<file path="src/rtl/mem_bus_if.sv">
// mem_bus_if: CPU-side and external-memory-side bus of mem_bus_ctrl.
//   cpu_addr/cpu_rw/cpu_wdata : CPU cycle request (rw=1 write)
//   cpu_rdata                 : read data back to the CPU
//   ext_addr/ext_we/ext_wdata : external memory request
//   ext_rdata                 : external memory read data
// master: the environment (CPU plus external memory); slave: the controller.
interface mem_bus_if;
  logic [11:0] cpu_addr;
  logic        cpu_rw;
  logic [3:0]  cpu_wdata;
  logic [3:0]  cpu_rdata;
  logic [11:0] ext_addr;
  logic        ext_we;
  logic [3:0]  ext_wdata;
  logic [3:0]  ext_rdata;

  modport master (
    output cpu_addr, cpu_rw, cpu_wdata, ext_rdata,
    input  cpu_rdata, ext_addr, ext_we, ext_wdata
  );

  modport slave (
    input  cpu_addr, cpu_rw, cpu_wdata, ext_rdata,
    output cpu_rdata, ext_addr, ext_we, ext_wdata
  );
endinterface

</file>
<file path="src/rtl/mem_bus_ctrl.sv">
// mem_bus_ctrl: decodes 4-bit CPU bus cycles. A 32-nibble MMIO page at
// MMIO_BASE holds a 16x4 scratch RAM, a GPIO port and a 12-bit prescaled
// timer; everything else passes through to external memory.
//   clk, rst_n        : clock, synchronous active-low reset
//   bus (slave)       : CPU and external memory bus, see mem_bus_if
//   gpio_in           : asynchronous input pins
//   gpio_out, gpio_oe : output latch and per-pin drive enable
module mem_bus_ctrl #(
  parameter int unsigned PRESCALE  = 16,
  parameter logic [11:0] MMIO_BASE = 12'hF00
) (
  input  logic       clk,
  input  logic       rst_n,
  mem_bus_if.slave   bus,
  input  logic [3:0] gpio_in,
  output logic [3:0] gpio_out,
  output logic [3:0] gpio_oe
);

  localparam int unsigned    PCW     = (PRESCALE > 1) ? $clog2(PRESCALE) : 1;
  localparam logic [PCW-1:0] PC_LAST = PCW'(PRESCALE - 1);

  typedef enum logic [4:0] {
    OFF_GPIO_OUT = 5'h10,
    OFF_GPIO_IN  = 5'h11,
    OFF_GPIO_OE  = 5'h12,
    OFF_TMR0     = 5'h13,
    OFF_TMR1     = 5'h14,
    OFF_TMR2     = 5'h15,
    OFF_CTRL     = 5'h16,
    OFF_STAT     = 5'h17
  } mmio_off_e;

  localparam logic [11:0] TMR0_ADDR = {MMIO_BASE[11:5], OFF_TMR0};

  logic           rw_q, rw_d;
  logic [11:0]    addr_q, addr_d;
  logic [3:0]     ram_q [16];
  logic [3:0]     ram_d [16];
  logic [3:0]     gpio_out_q, gpio_out_d;
  logic [3:0]     gpio_oe_q, gpio_oe_d;
  logic [3:0]     sync1_q, sync1_d;
  logic [3:0]     sync2_q, sync2_d;
  logic           en_q, en_d;
  logic           ovf_q, ovf_d;
  logic [11:0]    cnt_q, cnt_d;
  logic [7:0]     shadow_q, shadow_d;
  logic [PCW-1:0] pc_q, pc_d;

  logic       hit;
  logic [4:0] off;
  logic       wr;
  logic       mmio_wr;
  logic       tmr_wr;
  logic       tick;
  logic       snap;

  always_comb begin
    hit     = (bus.cpu_addr[11:5] == MMIO_BASE[11:5]);
    off     = bus.cpu_addr[4:0];
    // Second consecutive write cycle on the same address carries valid data.
    wr      = bus.cpu_rw & rw_q & (bus.cpu_addr == addr_q);
    mmio_wr = wr & hit;
    tmr_wr  = mmio_wr & ((off == OFF_TMR0) | (off == OFF_TMR1) | (off == OFF_TMR2));
    tick    = en_q & (pc_q == PC_LAST);
    // Only the first cycle of a TMR0 read latches the upper nibbles, so a
    // held read does not keep refreshing the shadow.
    snap    = ~bus.cpu_rw & hit & (off == OFF_TMR0) &
              ~(~rw_q & (addr_q == TMR0_ADDR));
  end

  assign bus.ext_addr  = bus.cpu_addr;
  assign bus.ext_wdata = bus.cpu_wdata;
  // A store caught by reset is abandoned, including its external strobe.
  assign bus.ext_we    = wr & ~hit & rst_n;
  assign gpio_out      = gpio_out_q;
  assign gpio_oe       = gpio_oe_q;

  always_comb begin
    rw_d       = bus.cpu_rw;
    addr_d     = bus.cpu_addr;
    ram_d      = ram_q;
    gpio_out_d = gpio_out_q;
    gpio_oe_d  = gpio_oe_q;
    sync1_d    = gpio_in;
    sync2_d    = sync1_q;
    en_d       = en_q;
    ovf_d      = ovf_q;
    cnt_d      = cnt_q;
    shadow_d   = shadow_q;
    pc_d       = (~en_q | tick) ? '0 : pc_q + 1'b1;

    if (mmio_wr) begin
      if (off[4] == 1'b0) begin
        ram_d[off[3:0]] = bus.cpu_wdata;
      end else begin
        case (off)
          OFF_GPIO_OUT: gpio_out_d   = bus.cpu_wdata;
          OFF_GPIO_OE:  gpio_oe_d    = bus.cpu_wdata;
          OFF_TMR0:     cnt_d[3:0]   = bus.cpu_wdata;
          OFF_TMR1:     cnt_d[7:4]   = bus.cpu_wdata;
          OFF_TMR2:     cnt_d[11:8]  = bus.cpu_wdata;
          OFF_CTRL:     en_d         = bus.cpu_wdata[0];
          OFF_STAT:     if (bus.cpu_wdata[0]) ovf_d = 1'b0;
          default:      ;
        endcase
      end
    end

    // Evaluated after the W1C so a coincident overflow leaves the flag set;
    // a CPU write to any timer nibble suppresses the increment.
    if (tick & ~tmr_wr) begin
      cnt_d = cnt_q + 12'd1;
      if (cnt_q == '1) ovf_d = 1'b1;
    end

    if (snap) shadow_d = cnt_q[11:4];
  end

  always_comb begin
    bus.cpu_rdata = '0;
    if (!hit) begin
      bus.cpu_rdata = bus.ext_rdata;
    end else if (off[4] == 1'b0) begin
      bus.cpu_rdata = ram_q[off[3:0]];
    end else begin
      case (off)
        OFF_GPIO_OUT: bus.cpu_rdata = gpio_out_q;
        OFF_GPIO_IN:  bus.cpu_rdata = sync2_q;
        OFF_GPIO_OE:  bus.cpu_rdata = gpio_oe_q;
        OFF_TMR0:     bus.cpu_rdata = cnt_q[3:0];
        OFF_TMR1:     bus.cpu_rdata = shadow_q[3:0];
        OFF_TMR2:     bus.cpu_rdata = shadow_q[7:4];
        OFF_CTRL:     bus.cpu_rdata = {3'b000, en_q};
        OFF_STAT:     bus.cpu_rdata = {3'b000, ovf_q};
        default:      bus.cpu_rdata = '0;
      endcase
    end
  end

  always_ff @(posedge clk) begin
    if (!rst_n) begin
      rw_q       <= 1'b0;
      addr_q     <= '0;
      ram_q      <= '{default: '0};
      gpio_out_q <= '0;
      gpio_oe_q  <= '0;
      sync1_q    <= '0;
      sync2_q    <= '0;
      en_q       <= 1'b0;
      ovf_q      <= 1'b0;
      cnt_q      <= '0;
      shadow_q   <= '0;
      pc_q       <= '0;
    end else begin
      rw_q       <= rw_d;
      addr_q     <= addr_d;
      ram_q      <= ram_d;
      gpio_out_q <= gpio_out_d;
      gpio_oe_q  <= gpio_oe_d;
      sync1_q    <= sync1_d;
      sync2_q    <= sync2_d;
      en_q       <= en_d;
      ovf_q      <= ovf_d;
      cnt_q      <= cnt_d;
      shadow_q   <= shadow_d;
      pc_q       <= pc_d;
    end
  end

endmodule

</file>
<file path="src/flat_wrapper.sv">
// flat-port wrapper written by rule: the top's interface ports become plain ports
module mem_bus_ctrl_flat 
#(
  parameter int unsigned PRESCALE  = 16,
  parameter logic [11:0] MMIO_BASE = 12'hF00
)
  (clk, rst_n, gpio_in, gpio_out, gpio_oe, bus_cpu_addr, bus_cpu_rw, bus_cpu_wdata, bus_ext_rdata, bus_cpu_rdata, bus_ext_addr, bus_ext_we, bus_ext_wdata);
  mem_bus_if bus_i ();
  input  logic clk;
  input  logic rst_n;
  input  logic [3:0] gpio_in;
  output logic [3:0] gpio_out;
  output logic [3:0] gpio_oe;
  input wire logic [$bits(bus_i.cpu_addr)-1:0] bus_cpu_addr;
  input wire logic [$bits(bus_i.cpu_rw)-1:0] bus_cpu_rw;
  input wire logic [$bits(bus_i.cpu_wdata)-1:0] bus_cpu_wdata;
  input wire logic [$bits(bus_i.ext_rdata)-1:0] bus_ext_rdata;
  output wire logic [$bits(bus_i.cpu_rdata)-1:0] bus_cpu_rdata;
  output wire logic [$bits(bus_i.ext_addr)-1:0] bus_ext_addr;
  output wire logic [$bits(bus_i.ext_we)-1:0] bus_ext_we;
  output wire logic [$bits(bus_i.ext_wdata)-1:0] bus_ext_wdata;
  assign bus_i.cpu_addr = bus_cpu_addr;
  assign bus_i.cpu_rw = bus_cpu_rw;
  assign bus_i.cpu_wdata = bus_cpu_wdata;
  assign bus_i.ext_rdata = bus_ext_rdata;
  assign bus_cpu_rdata = bus_i.cpu_rdata;
  assign bus_ext_addr = bus_i.ext_addr;
  assign bus_ext_we = bus_i.ext_we;
  assign bus_ext_wdata = bus_i.ext_wdata;
  mem_bus_ctrl #(.PRESCALE(PRESCALE), .MMIO_BASE(MMIO_BASE)) u_core (.clk(clk), .rst_n(rst_n), .bus(bus_i), .gpio_in(gpio_in), .gpio_out(gpio_out), .gpio_oe(gpio_oe));
endmodule
</file>
<file path="config.mk">
export PLATFORM = sky130hd
export DESIGN_NAME = mem_bus_ctrl_flat
export DESIGN_NICKNAME = d
export VERILOG_FILES = /design/src/rtl/mem_bus_if.sv /design/src/rtl/mem_bus_ctrl.sv /design/src/flat_wrapper.sv
export SDC_FILE = /design/constraint.sdc
export NUM_CORES = 1
export LEC_CHECK = 0
export ABC_AREA = 1
export BUFFER_PORTS_ARGS = -buffer_cell sky130_fd_sc_hd__buf_4
export CORE_MARGIN = 8
export CORE_UTILIZATION = 35
export CTS_CLUSTER_SIZE = 20
export DETAILED_ROUTE_END_ITERATION = 12
export PLACE_DENSITY = 0.54
export SLEW_MARGIN = 0
export SYNTH_ARGS = -nofsm -noshare
export SYNTH_HDL_FRONTEND = slang
export SYNTH_SLANG_ARGS = --single-unit
</file>
<file path="constraint.sdc">
create_clock -name clk -period 2.7 [get_ports clk]
set_clock_uncertainty 0.2 [all_clocks]
set_input_delay 0.135 -clock clk [delete_from_list [all_inputs] [get_ports clk]]
set_output_delay 0.135 -clock clk [all_outputs]
set_load 0.02 [all_outputs]
</file>
==> results.yml <==
run_status:
  status: "finished, final reports clean"
worst_setup_path:
  cp-start-kind: "input pin"
  critPathCaptureType: "primary output"
  crit-reg2reg-launch: "u_core.addr_q[5]$_SDFF_PN0_"
  crit_fanout: 7
  cp_data_required_time_ps: 2370
  arrival_ps: 2280
  criticalPathCategory: "input pin to primary output"
  startpoint: "bus_cpu_addr[3]"
sta:
  holdWs_ps: 210
  tns_ps: 0
  min_period_ps: 2610
  final_hold_viol_count: 0
  rsz0062_at_grt: "false"
  max_freq_ghz: 0.382
  worstMarginPinSlew_ps: 608
  drv_slew: 0
  period_share: 0.968
  setup_viol: 0
  slew_headroom: 0.593
  layout_setup_ws_ps: 85.1
yosys:
  synth_top_area_frac: 0.398
  syn_avg_cell_area_um2: 7.01
  mappedNetlistArea_um2: 5990
  ys_async_sr_fraction: 0
  syn-num-nets: 884
  synth_cells: 855
  synth_top_area_cell: "dfxtp_1"
  synth_area_leaders: "dfxtp_1, nor2_1, nand2_1, inv_1, nand3_1"
  seq_area_frac_synth: 0.398
  ys.flop_type: "dfxtp_1"
  ys_types: 40
  synth-seq-cells: 119
  synth_edf_count: 0
  yosysWarningCount: 0
min_path:
  hp-class: "register to register"
  holdCritStartpoint: "u_core.sync1_q[0]$_SDFF_PN0_"
place:
  gp_congestion: 0.855
  dpl-instance-area_um2: 6520
  dp_hpwl_um: 11500
  pre_cts_slack_ps: 422
  placedCellCount: 1098
  port_buffers: 55
global_routing:
  grt_antenna_before_repair: 0
  globalRouteMet3Util: 0.0384
  grt_pass1_vias: 5309
  busiest_layer: "met2"
  met2_usage: 0.252
  grt_overflow: 0
  grt_max_degree: 60
  grtUsageTotal: 0.156
  grt_pass1_wl_um: 27000
  use_met1: 0.196
layout:
  final_cells: 1167
  stdcell_area_um2: 7510
  nNetsFinal: 958
  diodes: 0
  drive_gt1_frac: 0.154
  final_cell_mix: "nor2_1, nand2_1, dfxtp_1, inv_1, buf_4"
  syn_to_final_growth_pct: 25.3
  layout_commonest_cell: "nor2_1"
drt:
  detail_route.wl_per_cell_um: 14.3
  vias_per_cell: 4.75
  drc: 0
  ant_nets: 0
  finalWirelength_um: 16700
  dr_total_vias: 5541
  drtIter0Drc: 323
  drt_first_pass_iters: 5
floorplanning:
  ioPinCount: 56
  rows: 48
  core_area_um2: 17000
  die_y_um: 147
  dieArea_um2: 21600
  die_w_um: 147
  start_util: 0.353
clock_tree:
  cts-root-buf: "clkbuf_16"
  clk_path_buf_depth: 2
  worstSkewPairLatency_ps: 420
  cts_buffers: 17
  clock_sinks: 119
  cts_tree: "built"
  clk_pin_slew_worst_paths_ps: 50
  h-tree-depth: 4
  post-cts-setup-buffers: 0
job:
  maxCapViolCount: 0
pwr:
  p_leak_nw: 3.27
  p_per_area_nw_per_um2: 593
  irDropWorstVdd_mv: 0.423
[path summary, 6_finish.rpt]
path | to | slack [ps] | depth (start not counted)
worst max-delay path | bus_cpu_rdata[1] | 90 | 8
worst min-delay path | u_core.sync2_q[0]$_SDFF_PN0_ | 210 | 2
worst max register to register | u_core.ram_q[24]$_SDFFE_PN0P_ | 410 | 12
worst min register to register | u_core.sync2_q[0]$_SDFF_PN0_ | 210 | 2
[power breakdown]
group          switching [mW]  internal (mW)
combinational           0.216          0.135
sequential            0.00815           1.77
clock                   0.826           1.50
total                    1.05           3.40
[synth_stat cells, drive strengths merged (7+ instances only)]
master    n
buf      29
a21oi    22
nand4    13
nor3      8
xor2      7
a22oi    32
inv     104
nor2    170
clkbuf   25
o21ai    89
nand2   138
dfxtp   119
nand3    75
[sequential cells by signal, summed over array words and instances (netlist names), 4 cells and up]
| register | cells |
|---|---|
| u_core.ram_q | 64 |
| u_core.addr_q | 12 |
| u_core.cnt_q | 12 |
| u_core.shadow_q | 8 |
| u_core.gpio_oe | 4 |
| u_core.gpio_out | 4 |
| u_core.pc_q | 4 |
| u_core.sync1_q | 4 |
| u_core.sync2_q | 4 |
[final cells by class]
type,count,area [µm²]
multi-input cells,574,2890
fillers,1773,9490
inverters,108,428
clock buffers,20,457
flip-flops and latches,119,2380
well taps,225,282
clock inverters,12,151
repair buffers,109,923
[per-stage QoR]
| stage | util | power, mW |
|---|---|---|
| floorplan | - | 2.01 |
| global placement | 0.384 | 2.13 |
| detailed placement | 0.384 | 2.13 |
| CTS | 0.441 | 4.49 |
| global route | 0.442 | 4.60 |
| finish | 0.442 | 4.45 |
[timing repair]
action / in CTS / in global routing
setup endpoints to repair: 0 / 2
hold buffers: 37 / 0
gates resized for setup: 0 / 2
hold endpoints to repair: 61 / 0
[worst max-delay path, cell delays in order]
cell,delay [ps]
dlygate4sd3_1,540
buf_4,160
nor2_1,410
nand3_1,290
o21ai_0,250
nor2_1,140
a31oi_1,180
buf_4,160
[routing by layer]
metal | vias up | share of wire | wire length (µm)
li1 | 2906 | - | -
met3 | 26 | 0.044 | 741
met1 | 2497 | 0.47 | 7860
met4 | 0 | 0.022 | 368
met5 | - | 0 | 0
met2 | 112 | 0.46 | 7750
[logic make-up after synthesis]
family / after synthesis / synth area share
simple gates: 409 / 0.315
buf+inv: 162 / 0.124
compound gates: 155 / 0.148
flops: 119 / 0.398
xor+xnor: 8 / 0.0117
fa+ha+maj: 2 / 0.00418
Power figures use the tool's default switching activity.
